[src/rtl/lieat_wbu_pkg.sv]
// Shared widths, OITF depth default and packed payload types for the writeback unit.
// Pure declarations; no logic or latency of its own.
// No flow control here; users apply valid/ready on the structs they carry.
package lieat_wbu_pkg;

  localparam int XLEN       = 32;
  localparam int REG_IDX    = 5;
  localparam int RGIDX_NUM  = 1 << REG_IDX;
  localparam int OITF_DEPTH = 4;

  // Dispatch-time fields remembered per OITF entry.
  typedef struct packed {
    logic               en;
    logic [REG_IDX-1:0] rd;
    logic [XLEN-1:0]    pc;
    logic               lsu;
  } oitf_info_t;

  // Writeback fields that hold their value between writeback events.
  typedef struct packed {
    logic [XLEN-1:0]    pc;
    logic [REG_IDX-1:0] rd;
    logic [XLEN-1:0]    data;
    logic               lsu;
    logic               ebreak;
  } wb_hold_t;

  // x0 is hardwired, so a write to it is never a real regfile write.
  function automatic logic rd_writes(logic en, logic [REG_IDX-1:0] rd);
    return en & (rd != '0);
  endfunction

endpackage

[src/rtl/lieat_wbu_if.sv]
// Bundle of ALU, dispatch, completion, hazard and writeback signals around the WBU.
// Wires only; latency is defined by the modules on either side.
// alu/disp use valid/ready; completions and writeback are fire-and-forget.
interface lieat_wbu_if #(
  parameter int DEPTH = lieat_wbu_pkg::OITF_DEPTH,
  localparam int TAG_W = $clog2(DEPTH)
) ();
  import lieat_wbu_pkg::*;

  logic               alu_valid;
  logic               alu_ready;
  logic [XLEN-1:0]    alu_pc;
  logic               alu_en;
  logic [REG_IDX-1:0] alu_rd;
  logic [XLEN-1:0]    alu_data;
  logic               alu_ebreak;

  logic               disp_valid;
  logic               disp_ready;
  logic [XLEN-1:0]    disp_pc;
  logic               disp_en;
  logic [REG_IDX-1:0] disp_rd;
  logic               disp_lsu;
  logic [TAG_W-1:0]   disp_itag;

  logic               longi_valid;
  logic [TAG_W-1:0]   longi_itag;
  logic [XLEN-1:0]    longi_data;

  logic [REG_IDX-1:0] dep_rs1;
  logic [REG_IDX-1:0] dep_rs2;
  logic [REG_IDX-1:0] dep_rd;
  logic               dep_rs1_hit;
  logic               dep_rs2_hit;
  logic               dep_rd_hit;

  logic               wb_valid;
  logic [XLEN-1:0]    wb_pc;
  logic               wb_en;
  logic [REG_IDX-1:0] wb_rd;
  logic [XLEN-1:0]    wb_data;
  logic               wb_lsu;
  logic               wb_ebreak;
  logic               longi_empty;

  // WBU side.
  modport slave (
    input  alu_valid, alu_pc, alu_en, alu_rd, alu_data, alu_ebreak,
    output alu_ready,
    input  disp_valid, disp_pc, disp_en, disp_rd, disp_lsu,
    output disp_ready, disp_itag,
    input  longi_valid, longi_itag, longi_data,
    input  dep_rs1, dep_rs2, dep_rd,
    output dep_rs1_hit, dep_rs2_hit, dep_rd_hit,
    output wb_valid, wb_pc, wb_en, wb_rd, wb_data, wb_lsu, wb_ebreak, longi_empty
  );

  // EXU / regfile side.
  modport master (
    output alu_valid, alu_pc, alu_en, alu_rd, alu_data, alu_ebreak,
    input  alu_ready,
    output disp_valid, disp_pc, disp_en, disp_rd, disp_lsu,
    input  disp_ready, disp_itag,
    output longi_valid, longi_itag, longi_data,
    output dep_rs1, dep_rs2, dep_rd,
    input  dep_rs1_hit, dep_rs2_hit, dep_rd_hit,
    input  wb_valid, wb_pc, wb_en, wb_rd, wb_data, wb_lsu, wb_ebreak, longi_empty
  );

endinterface

[src/rtl/lieat_general_dff.sv]
// Generic reset flop cells: dfflr loads on lden, dffr loads every cycle.
// One cycle from dnxt to qout.
// No flow control; lden is the only qualifier.
module lieat_general_dfflr #(
  parameter int DW = 32
) (
  input  logic          clock,
  input  logic          reset,
  input  logic          lden,
  input  logic [DW-1:0] dnxt,
  output logic [DW-1:0] qout
);
  // Load-enabled state, cleared by the asynchronous reset.
  always_ff @(posedge clock or negedge reset) begin
    if (!reset)    qout <= '0;
    else if (lden) qout <= dnxt;
  end
endmodule

module lieat_general_dffr #(
  parameter int DW = 32
) (
  input  logic          clock,
  input  logic          reset,
  input  logic [DW-1:0] dnxt,
  output logic [DW-1:0] qout
);
  // Free-running state, cleared by the asynchronous reset.
  always_ff @(posedge clock or negedge reset) begin
    if (!reset) qout <= '0;
    else        qout <= dnxt;
  end
endmodule

[src/rtl/lieat_wbu_oitf.sv]
// Outstanding-long-instruction table: in-order allocate/retire, out-of-order completion, hazard compare.
// Completion marks done at the next edge; head retires the edge after its done flag is registered.
// Dispatch blocked while full (no same-cycle reuse of a retiring slot); retire is never stalled.
module lieat_wbu_oitf import lieat_wbu_pkg::*; #(
  parameter int DEPTH = OITF_DEPTH,
  localparam int TAG_W = $clog2(DEPTH)
) (
  input  logic               clock,
  input  logic               reset,
  input  logic               disp_fire,
  input  oitf_info_t         disp_info,
  output logic [TAG_W-1:0]   disp_itag,
  output logic               full,
  output logic               empty,
  input  logic               cpl_valid,
  input  logic [TAG_W-1:0]   cpl_itag,
  input  logic [XLEN-1:0]    cpl_data,
  output logic               head_rdy,
  output oitf_info_t         head_info,
  output logic [XLEN-1:0]    head_data,
  input  logic [REG_IDX-1:0] dep_rs1,
  input  logic [REG_IDX-1:0] dep_rs2,
  input  logic [REG_IDX-1:0] dep_rd,
  output logic               dep_rs1_hit,
  output logic               dep_rs2_hit,
  output logic               dep_rd_hit
);

  logic [TAG_W:0]     alloc_ptr, ret_ptr;
  logic [TAG_W-1:0]   alloc_idx, ret_idx;
  logic [DEPTH-1:0]   vld_q, done_q;
  logic [DEPTH-1:0]   rs1_vec, rs2_vec, rd_vec;
  oitf_info_t         info_q [DEPTH];
  logic [XLEN-1:0]    data_q [DEPTH];

  assign alloc_idx = alloc_ptr[TAG_W-1:0];
  assign ret_idx   = ret_ptr[TAG_W-1:0];
  assign disp_itag = alloc_idx;

  // Extra wrap bit distinguishes full from empty when the indices meet.
  assign empty = (alloc_ptr == ret_ptr);
  assign full  = ((alloc_ptr ^ ret_ptr) == {1'b1, {TAG_W{1'b0}}});

  assign head_rdy  = vld_q[ret_idx] & done_q[ret_idx];
  assign head_info = info_q[ret_idx];
  assign head_data = data_q[ret_idx];

  lieat_general_dfflr #(.DW(TAG_W+1)) u_alloc_ptr (
    .clock(clock), .reset(reset), .lden(disp_fire),
    .dnxt(alloc_ptr + (TAG_W+1)'(1)), .qout(alloc_ptr)
  );

  lieat_general_dfflr #(.DW(TAG_W+1)) u_ret_ptr (
    .clock(clock), .reset(reset), .lden(head_rdy),
    .dnxt(ret_ptr + (TAG_W+1)'(1)), .qout(ret_ptr)
  );

  for (genvar i = 0; i < DEPTH; i++) begin : g_ent
    logic set_i, clr_i, cpl_i;

    // Allocation only targets a free slot and retire only a done slot, so the
    // three events are mutually exclusive per entry.
    assign set_i = disp_fire & (alloc_idx == TAG_W'(i));
    assign clr_i = head_rdy & (ret_idx == TAG_W'(i));
    assign cpl_i = cpl_valid & (cpl_itag == TAG_W'(i)) & vld_q[i] & ~done_q[i];

    lieat_general_dfflr #(.DW(1)) u_vld (
      .clock(clock), .reset(reset), .lden(set_i | clr_i),
      .dnxt(set_i), .qout(vld_q[i])
    );

    lieat_general_dfflr #(.DW(1)) u_done (
      .clock(clock), .reset(reset), .lden(set_i | clr_i | cpl_i),
      .dnxt(cpl_i), .qout(done_q[i])
    );

    lieat_general_dfflr #(.DW($bits(oitf_info_t))) u_info (
      .clock(clock), .reset(reset), .lden(set_i),
      .dnxt(disp_info), .qout(info_q[i])
    );

    lieat_general_dfflr #(.DW(XLEN)) u_data (
      .clock(clock), .reset(reset), .lden(cpl_i),
      .dnxt(cpl_data), .qout(data_q[i])
    );

    assign rs1_vec[i] = vld_q[i] & info_q[i].en & (info_q[i].rd == dep_rs1);
    assign rs2_vec[i] = vld_q[i] & info_q[i].en & (info_q[i].rd == dep_rs2);
    assign rd_vec[i]  = vld_q[i] & info_q[i].en & (info_q[i].rd == dep_rd);
  end

  // x0 never carries a dependency.
  assign dep_rs1_hit = (|rs1_vec) & (dep_rs1 != '0);
  assign dep_rs2_hit = (|rs2_vec) & (dep_rs2 != '0);
  assign dep_rd_hit  = (|rd_vec)  & (dep_rd  != '0);

  // A completion must name an allocated entry that has not completed yet.
  assert property (@(posedge clock) disable iff (!reset)
    cpl_valid |-> (vld_q[cpl_itag] & ~done_q[cpl_itag]));

endmodule

[src/rtl/lieat_wbu.sv]
// Writeback unit: merges ALU results and in-order OITF retires into one registered regfile port.
// wb_* one cycle after the fire/retire edge; long completion to wb_valid is two cycles.
// Long retire wins: alu_ready drops while the OITF head is done; disp_ready drops while full.
module lieat_wbu import lieat_wbu_pkg::*; #(
  parameter int DEPTH = OITF_DEPTH
) (
  input  logic        clock,
  input  logic        reset,
  lieat_wbu_if.slave  bus
);

  logic       long_ret, oitf_full, alu_fire, disp_fire, wb_fire;
  logic       wb_en_nxt;
  oitf_info_t disp_info, head_info;
  logic [XLEN-1:0] head_data;
  wb_hold_t   wb_hold_nxt, wb_hold_q;

  assign disp_info = '{en: bus.disp_en, rd: bus.disp_rd, pc: bus.disp_pc, lsu: bus.disp_lsu};

  assign bus.disp_ready = ~oitf_full;
  assign disp_fire      = bus.disp_valid & ~oitf_full;
  assign bus.alu_ready  = ~long_ret;
  assign alu_fire       = bus.alu_valid & ~long_ret;
  assign wb_fire        = long_ret | alu_fire;

  lieat_wbu_oitf #(.DEPTH(DEPTH)) u_oitf (
    .clock       (clock),
    .reset       (reset),
    .disp_fire   (disp_fire),
    .disp_info   (disp_info),
    .disp_itag   (bus.disp_itag),
    .full        (oitf_full),
    .empty       (bus.longi_empty),
    .cpl_valid   (bus.longi_valid),
    .cpl_itag    (bus.longi_itag),
    .cpl_data    (bus.longi_data),
    .head_rdy    (long_ret),
    .head_info   (head_info),
    .head_data   (head_data),
    .dep_rs1     (bus.dep_rs1),
    .dep_rs2     (bus.dep_rs2),
    .dep_rd      (bus.dep_rd),
    .dep_rs1_hit (bus.dep_rs1_hit),
    .dep_rs2_hit (bus.dep_rs2_hit),
    .dep_rd_hit  (bus.dep_rd_hit)
  );

  // Select the writeback source; fields hold when nothing fires.
  always_comb begin
    wb_hold_nxt = wb_hold_q;
    wb_en_nxt   = 1'b0;
    if (long_ret) begin
      wb_hold_nxt = '{pc: head_info.pc, rd: head_info.rd, data: head_data,
                      lsu: head_info.lsu, ebreak: 1'b0};
      wb_en_nxt   = rd_writes(head_info.en, head_info.rd);
    end else if (alu_fire) begin
      wb_hold_nxt = '{pc: bus.alu_pc, rd: bus.alu_rd, data: bus.alu_data,
                      lsu: 1'b0, ebreak: bus.alu_ebreak};
      wb_en_nxt   = rd_writes(bus.alu_en, bus.alu_rd);
    end
  end

  lieat_general_dffr #(.DW(1)) u_wb_valid (
    .clock(clock), .reset(reset), .dnxt(wb_fire), .qout(bus.wb_valid)
  );

  lieat_general_dffr #(.DW(1)) u_wb_en (
    .clock(clock), .reset(reset), .dnxt(wb_en_nxt), .qout(bus.wb_en)
  );

  lieat_general_dfflr #(.DW($bits(wb_hold_t))) u_wb_hold (
    .clock(clock), .reset(reset), .lden(wb_fire), .dnxt(wb_hold_nxt), .qout(wb_hold_q)
  );

  assign bus.wb_pc     = wb_hold_q.pc;
  assign bus.wb_rd     = wb_hold_q.rd;
  assign bus.wb_data   = wb_hold_q.data;
  assign bus.wb_lsu    = wb_hold_q.lsu;
  assign bus.wb_ebreak = wb_hold_q.ebreak;

endmodule

[src/flat_wrapper.sv]
// flat-port wrapper written by rule: the top's interface ports become plain ports
module lieat_wbu_flat import lieat_wbu_pkg::*;
#(
  parameter int DEPTH = OITF_DEPTH
)
  (clock, reset, bus_alu_valid, bus_alu_pc, bus_alu_en, bus_alu_rd, bus_alu_data, bus_alu_ebreak, bus_alu_ready, bus_disp_valid, bus_disp_pc, bus_disp_en, bus_disp_rd, bus_disp_lsu, bus_disp_ready, bus_disp_itag, bus_longi_valid, bus_longi_itag, bus_longi_data, bus_dep_rs1, bus_dep_rs2, bus_dep_rd, bus_dep_rs1_hit, bus_dep_rs2_hit, bus_dep_rd_hit, bus_wb_valid, bus_wb_pc, bus_wb_en, bus_wb_rd, bus_wb_data, bus_wb_lsu, bus_wb_ebreak, bus_longi_empty);
  lieat_wbu_if #(.DEPTH(DEPTH)) bus_i ();
  input  logic clock;
  input  logic reset;
  input wire logic [$bits(bus_i.alu_valid)-1:0] bus_alu_valid;
  input wire logic [$bits(bus_i.alu_pc)-1:0] bus_alu_pc;
  input wire logic [$bits(bus_i.alu_en)-1:0] bus_alu_en;
  input wire logic [$bits(bus_i.alu_rd)-1:0] bus_alu_rd;
  input wire logic [$bits(bus_i.alu_data)-1:0] bus_alu_data;
  input wire logic [$bits(bus_i.alu_ebreak)-1:0] bus_alu_ebreak;
  output wire logic [$bits(bus_i.alu_ready)-1:0] bus_alu_ready;
  input wire logic [$bits(bus_i.disp_valid)-1:0] bus_disp_valid;
  input wire logic [$bits(bus_i.disp_pc)-1:0] bus_disp_pc;
  input wire logic [$bits(bus_i.disp_en)-1:0] bus_disp_en;
  input wire logic [$bits(bus_i.disp_rd)-1:0] bus_disp_rd;
  input wire logic [$bits(bus_i.disp_lsu)-1:0] bus_disp_lsu;
  output wire logic [$bits(bus_i.disp_ready)-1:0] bus_disp_ready;
  output wire logic [$bits(bus_i.disp_itag)-1:0] bus_disp_itag;
  input wire logic [$bits(bus_i.longi_valid)-1:0] bus_longi_valid;
  input wire logic [$bits(bus_i.longi_itag)-1:0] bus_longi_itag;
  input wire logic [$bits(bus_i.longi_data)-1:0] bus_longi_data;
  input wire logic [$bits(bus_i.dep_rs1)-1:0] bus_dep_rs1;
  input wire logic [$bits(bus_i.dep_rs2)-1:0] bus_dep_rs2;
  input wire logic [$bits(bus_i.dep_rd)-1:0] bus_dep_rd;
  output wire logic [$bits(bus_i.dep_rs1_hit)-1:0] bus_dep_rs1_hit;
  output wire logic [$bits(bus_i.dep_rs2_hit)-1:0] bus_dep_rs2_hit;
  output wire logic [$bits(bus_i.dep_rd_hit)-1:0] bus_dep_rd_hit;
  output wire logic [$bits(bus_i.wb_valid)-1:0] bus_wb_valid;
  output wire logic [$bits(bus_i.wb_pc)-1:0] bus_wb_pc;
  output wire logic [$bits(bus_i.wb_en)-1:0] bus_wb_en;
  output wire logic [$bits(bus_i.wb_rd)-1:0] bus_wb_rd;
  output wire logic [$bits(bus_i.wb_data)-1:0] bus_wb_data;
  output wire logic [$bits(bus_i.wb_lsu)-1:0] bus_wb_lsu;
  output wire logic [$bits(bus_i.wb_ebreak)-1:0] bus_wb_ebreak;
  output wire logic [$bits(bus_i.longi_empty)-1:0] bus_longi_empty;
  assign bus_i.alu_valid = bus_alu_valid;
  assign bus_i.alu_pc = bus_alu_pc;
  assign bus_i.alu_en = bus_alu_en;
  assign bus_i.alu_rd = bus_alu_rd;
  assign bus_i.alu_data = bus_alu_data;
  assign bus_i.alu_ebreak = bus_alu_ebreak;
  assign bus_alu_ready = bus_i.alu_ready;
  assign bus_i.disp_valid = bus_disp_valid;
  assign bus_i.disp_pc = bus_disp_pc;
  assign bus_i.disp_en = bus_disp_en;
  assign bus_i.disp_rd = bus_disp_rd;
  assign bus_i.disp_lsu = bus_disp_lsu;
  assign bus_disp_ready = bus_i.disp_ready;
  assign bus_disp_itag = bus_i.disp_itag;
  assign bus_i.longi_valid = bus_longi_valid;
  assign bus_i.longi_itag = bus_longi_itag;
  assign bus_i.longi_data = bus_longi_data;
  assign bus_i.dep_rs1 = bus_dep_rs1;
  assign bus_i.dep_rs2 = bus_dep_rs2;
  assign bus_i.dep_rd = bus_dep_rd;
  assign bus_dep_rs1_hit = bus_i.dep_rs1_hit;
  assign bus_dep_rs2_hit = bus_i.dep_rs2_hit;
  assign bus_dep_rd_hit = bus_i.dep_rd_hit;
  assign bus_wb_valid = bus_i.wb_valid;
  assign bus_wb_pc = bus_i.wb_pc;
  assign bus_wb_en = bus_i.wb_en;
  assign bus_wb_rd = bus_i.wb_rd;
  assign bus_wb_data = bus_i.wb_data;
  assign bus_wb_lsu = bus_i.wb_lsu;
  assign bus_wb_ebreak = bus_i.wb_ebreak;
  assign bus_longi_empty = bus_i.longi_empty;
  lieat_wbu #(.DEPTH(DEPTH)) u_core (.clock(clock), .reset(reset), .bus(bus_i));
endmodule
[config.mk]
export PLATFORM = sky130hd
export DESIGN_NAME = lieat_wbu_flat
export DESIGN_NICKNAME = d
export VERILOG_FILES = /design/src/rtl/lieat_wbu_pkg.sv /design/src/rtl/lieat_wbu_if.sv /design/src/rtl/lieat_general_dff.sv /design/src/rtl/lieat_wbu_oitf.sv /design/src/rtl/lieat_wbu.sv /design/src/flat_wrapper.sv
export SDC_FILE = /design/constraint.sdc
export NUM_CORES = 1
export LEC_CHECK = 0
export CAP_MARGIN = 40
export CORE_MARGIN = 3
export CORE_UTILIZATION = 40
export DETAILED_ROUTE_END_ITERATION = 7
export PLACE_DENSITY_LB_ADDON = 0.12
export SLEW_MARGIN = 20
export SYNTH_ARGS = -nofsm -noshare
export SYNTH_HDL_FRONTEND = slang
export SYNTH_SLANG_ARGS = --single-unit
[constraint.sdc]
create_clock -name clock -period 1.7 [get_ports clock]
set_input_delay 0.255 -clock clock [delete_from_list [all_inputs] [get_ports clock]]
set_output_delay 0.255 -clock clock [all_outputs]
set_load 0.01 [all_outputs]
==> metrics.md <==
| Metric | Value |
|---|---|
| Outcome | finished, violations left |
| Failing checks | setup timing |
| Die extent in y | 213 um |
| Worst Setup Start Kind | register |
| Die area | 45200 um^2 |
| Worst skew pair latency | 0.55 ns |
| Sw frac | 0.345 |
| Most common flop cell mapped by yosys | dfrtp_1 |
| Worst path arrival time | 2.07 ns |
| Port Buffers | 244 |
| Die X | 213 um |
| Worst vdd ir | 1030 uV |
| Antenna viol nets, final | 0 |
| FP Rows | 75 |
| Gate power share | 0.552 |
| H-tree Lvls | 2 |
| Reg2reg start | u_core.u_oitf.u_ret_ptr.qout[0]$_DFFE_PN0P_ |
| Clock power share | 0.163 |
| Kind of critical path | reg2out |
| Syn_area_per_cell | 12.8 um^2 |
| Total CTS buffers | 42 |
| CTS tree | built |
| I/O pin count | 245 |
| Cell count after synthesis | 1334 |
| Core area | 42000 um^2 |
| Fmax | 0.430 GHz |
| # setup viols final | 245 |
| Delay of the slowest critical-path stage | 0.46 ns |
| 1st-pass router iterations | 4 |
| Fillers | 3298 |
| FFs w/ async S/R, synth | 1.00 |
| CP Capture Point | bus_dep_rs2_hit |
| Layout cell share with drive strength beyond 1 | 0.428 |
| Final period utilization | 1.37 |
| Vias | 12200 |
| Static leakage | 0.0120 uW |
| Mapped cell area | 17100 um^2 |
| GP Congestion | 0.843 |
| Worst setup EP type | output pin |
| Final WL | 51100 um |
| Worst setup margin | -0.627 ns |
| Power Internal | 37100 uW |
| Relative slew slack | 0.700 |
| Psw | 19500 uW |
| Syn Nets | 1506 |
| DR WL/cell | 22.1 um |
| Pin count of the biggest net entering global routing | 64 |
| CTS Buffer Depth | 3 |
| Min-Delay Path Class | in2async |
| Reg2reg setup slack | -0.47 ns |
| Drt via density | 5.27 |
| CP max FO | 6 |
| Global-route wire length before repair | 79100 um |
| PD cells | 2190 nW/um^2 |
| Cell count of the worst reg-to-reg path | 10 |
| Top cell type by total area after synthesis | dfrtp_1 |
| # DRC | 0 |
| GRT Residual Overflow | 0 |
| Worst slew pin tran | 0.451 ns |
| Seq/Total Area, Yosys | 0.543 |
| DR iter-0 viols | 649 |
| Worst Setup SP | u_core.u_oitf.g_ent[3].u_info.qout[35]$_DFFE_PN0P_ |
| EDFF count, synth | 0 |
| Initial core utilization | 0.406 |
| Dpl hpwl | 30400 um |
| Data required time at the worst endpoint | 1.44 ns |
| R2R Path End | u_core.u_oitf.g_ent[2].u_info.qout[12]$_DFFE_PN0P_ |
| Critical-path top delay cell | dfrtp_2 |
| Count of nets after finishing | 1918 |
| CTS clk-pin slew, worst paths | 0.06 ns |
| Initial antenna violation count | 3 |
| RSZ-0062 raised after global routing | true |
| Max-cap violations | 0 |
| Critical-path cell list | a221o_1 -> nor4_4 -> nor4bb_2 -> a21oi_1 -> buf_2 |
| Seq pwr share | 0.285 |
| Final core utilization | 0.614 |
| Seq cells post-synth | 371 |
| Vias in the first global route | 13100 |
| Post-route minimum period | 2.33 ns |
| Slew Limit Fails | 0 |
| Share of the synthesized area in the top cell type | 0.543 |
| Clk root buf | clkbuf_16 |
| CTS Sinks | 371 |
| Synthesis-to-finish area growth | 51.1% |
| Yosys warning count | 0 |
| Final hold vios | 0 |
| Total Routing Usage GR | 0.228 |
| Fin Clk Skew | 0.0145 ns |
| Synth unique cells | 39 |
| Final setup TNS | -81.45 ns |
| Top post-synthesis cells by area | dfrtp_1 54%, mux2_2 14%, mux4_2 9.4% |
-- critical path: cells and delay by family (launching register included) --
kind / cells / cell delay (ns)
simple gates: 2 / 0.40
compound gates: 2 / 0.52
buf+inv: 1 / 0.15
flops: 1 / 0.46
-- worst min path at each step --
stage	endpoint	depth (start not counted)
3_3_place_gp	u_core.u_wb_hold.qout[11]$_DFFE_PN0P_	1
3_5_place_dp	u_core.u_wb_hold.qout[11]$_DFFE_PN0P_	1
4_1_cts	u_core.u_wb_hold.qout[11]$_DFFE_PN0P_	2
6_report	u_core.u_wb_hold.qout[11]$_DFFE_PN0P_	2
5_1_grt	u_core.u_wb_hold.qout[11]$_DFFE_PN0P_	2
2_1_floorplan	u_core.u_oitf.g_ent[0].u_data.qout[0]$_DFFE_PN0P_	0
-- sequential cells by signal (all words and copies together), names as in the netlist --
| signal | count |
|---|---|
| u_core.u_oitf.g_ent.u_info.qout | 156 |
| u_core.u_oitf.g_ent.u_data.qout | 128 |
| u_core.u_wb_hold.qout | 71 |
| u_core.u_oitf.g_ent.u_done.qout | 4 |
| u_core.u_oitf.g_ent.u_vld.qout | 4 |
| u_core.u_oitf.u_alloc_ptr.qout | 3 |
| u_core.u_oitf.u_ret_ptr.qout | 3 |
| u_core.u_wb_en.qout | 1 |
| u_core.u_wb_valid.qout | 1 |
-- through the flow --
step                cells  total power, uW  worst slack (ns)  hold slack [ns]  instance area, um^2
finish               2318            56600            -0.627            0.183                25800
global route         2317            59600            -0.714            0.205                25800
CTS                  2324            55200            -0.596            0.170                25500
detailed placement   2163            37700            -0.833            0.165                21700
global placement     2163            37200            -0.834            0.168                21700
floorplan            1334            29200            -0.114          -0.0406                17700
-- kinds of logic (layout without fill, tap and decap cells) --
kind of cell,Yosys count,in the layout,share of synthesized area
DFF,371,371,0.543
muxes,361,361,0.280
and+or+nand+nor,324,324,0.0763
buffers and inverters,112,556,0.0313
AOI/OAI and AO/OA,103,103,0.0354
xor gates and xnor gates,55,55,0.0282
adders and majority gates,8,8,0.00586
other,0,1,0
-- cells in the final DEF (no fill, tap or decap), types with 5 or more instances in the layout --
cell type and instances:
buf_12 54, buf_8 19, inv_1 16, clkbuf_8 18, mux2_4 156, ha_1 8, nor2_2 9, xnor2_2 8
a21oi_1 18, mux2_2 64, nand2_2 6, nand2_1 202, a21oi_2 52, xnor2_1 25, mux4_2 71, buf_6 30
xor2_1 21, clkbuf_16 46, mux2i_1 70, buf_4 86, nand4_1 6, clkbuf_1 9, dfrtp_2 10, nor2_1 11
clkdlybuf4s50_1 162, dlygate4sd2_1 71, nor2_4 57, nor3_1 5, buf_16 27, dfrtp_1 359
-- timing repair --
item	CTS	global route
resized for setup	377	128
buffers inserted	61	10
hold buffers	1	0
pin swaps	63	47
hold endpoints to repair	278	0
endpoints found under the setup margin	317	247
gates cloned	32	3
-- Yosys cell counts, drive strengths merged, types with 4 or more instances --
| master | count |
|---|---|
| dfrtp | 371 |
| mux2 | 220 |
| nand2 | 213 |
| nor2 | 77 |
| a21oi | 74 |
| mux4 | 71 |
| mux2i | 70 |
| buf | 60 |
| xnor2 | 34 |
| clkbuf | 32 |
| xor2 | 21 |
| inv | 20 |
| ha | 8 |
| nor3 | 8 |
| nor4 | 7 |
| nand4 | 6 |
| o21ai | 6 |
| a221o | 4 |
| a22o | 4 |
| a31o | 4 |
| o221ai | 4 |
-- cell type report --
class                           count  area, um^2  share of cell area
Antenna cell                        1        2.50           0.0000969
Clock buffer                       70        1360              0.0526
Clock inverter                      6        61.3             0.00237
Inverter                           20        77.6             0.00300
Multi-Input combinational cell    851        8840               0.342
Sequential cell                   371        9300               0.360
Tap cell                          539         674              0.0261
Timing Repair Buffer              460        5500               0.213
-- power by group through the flow --
stage | Combinational (uW) | Sequential (uW) | Clock (uW)
2_1_floorplan | 13400 | 15800 | 0
3_5_place_dp | 21400 | 16200 | 0
5_1_grt | 33100 | 16700 | 9790
4_1_cts | 29800 | 16000 | 9420
3_3_place_gp | 21100 | 16100 | 0
6_report | 31200 | 16200 | 9210
-- metal layers --
metal / vias to the layer above / global-route usage / routed length (um)
li1: 5528 / - / -
met1: 6340 / 0.323 / 23000
met2: 274 / 0.364 / 24600
met3: 79 / 0.0389 / 2350
met4: 4 / 0.0652 / 1220
met5: - / 0 / 21
Note: power is estimated with default switching activity, not from simulation.
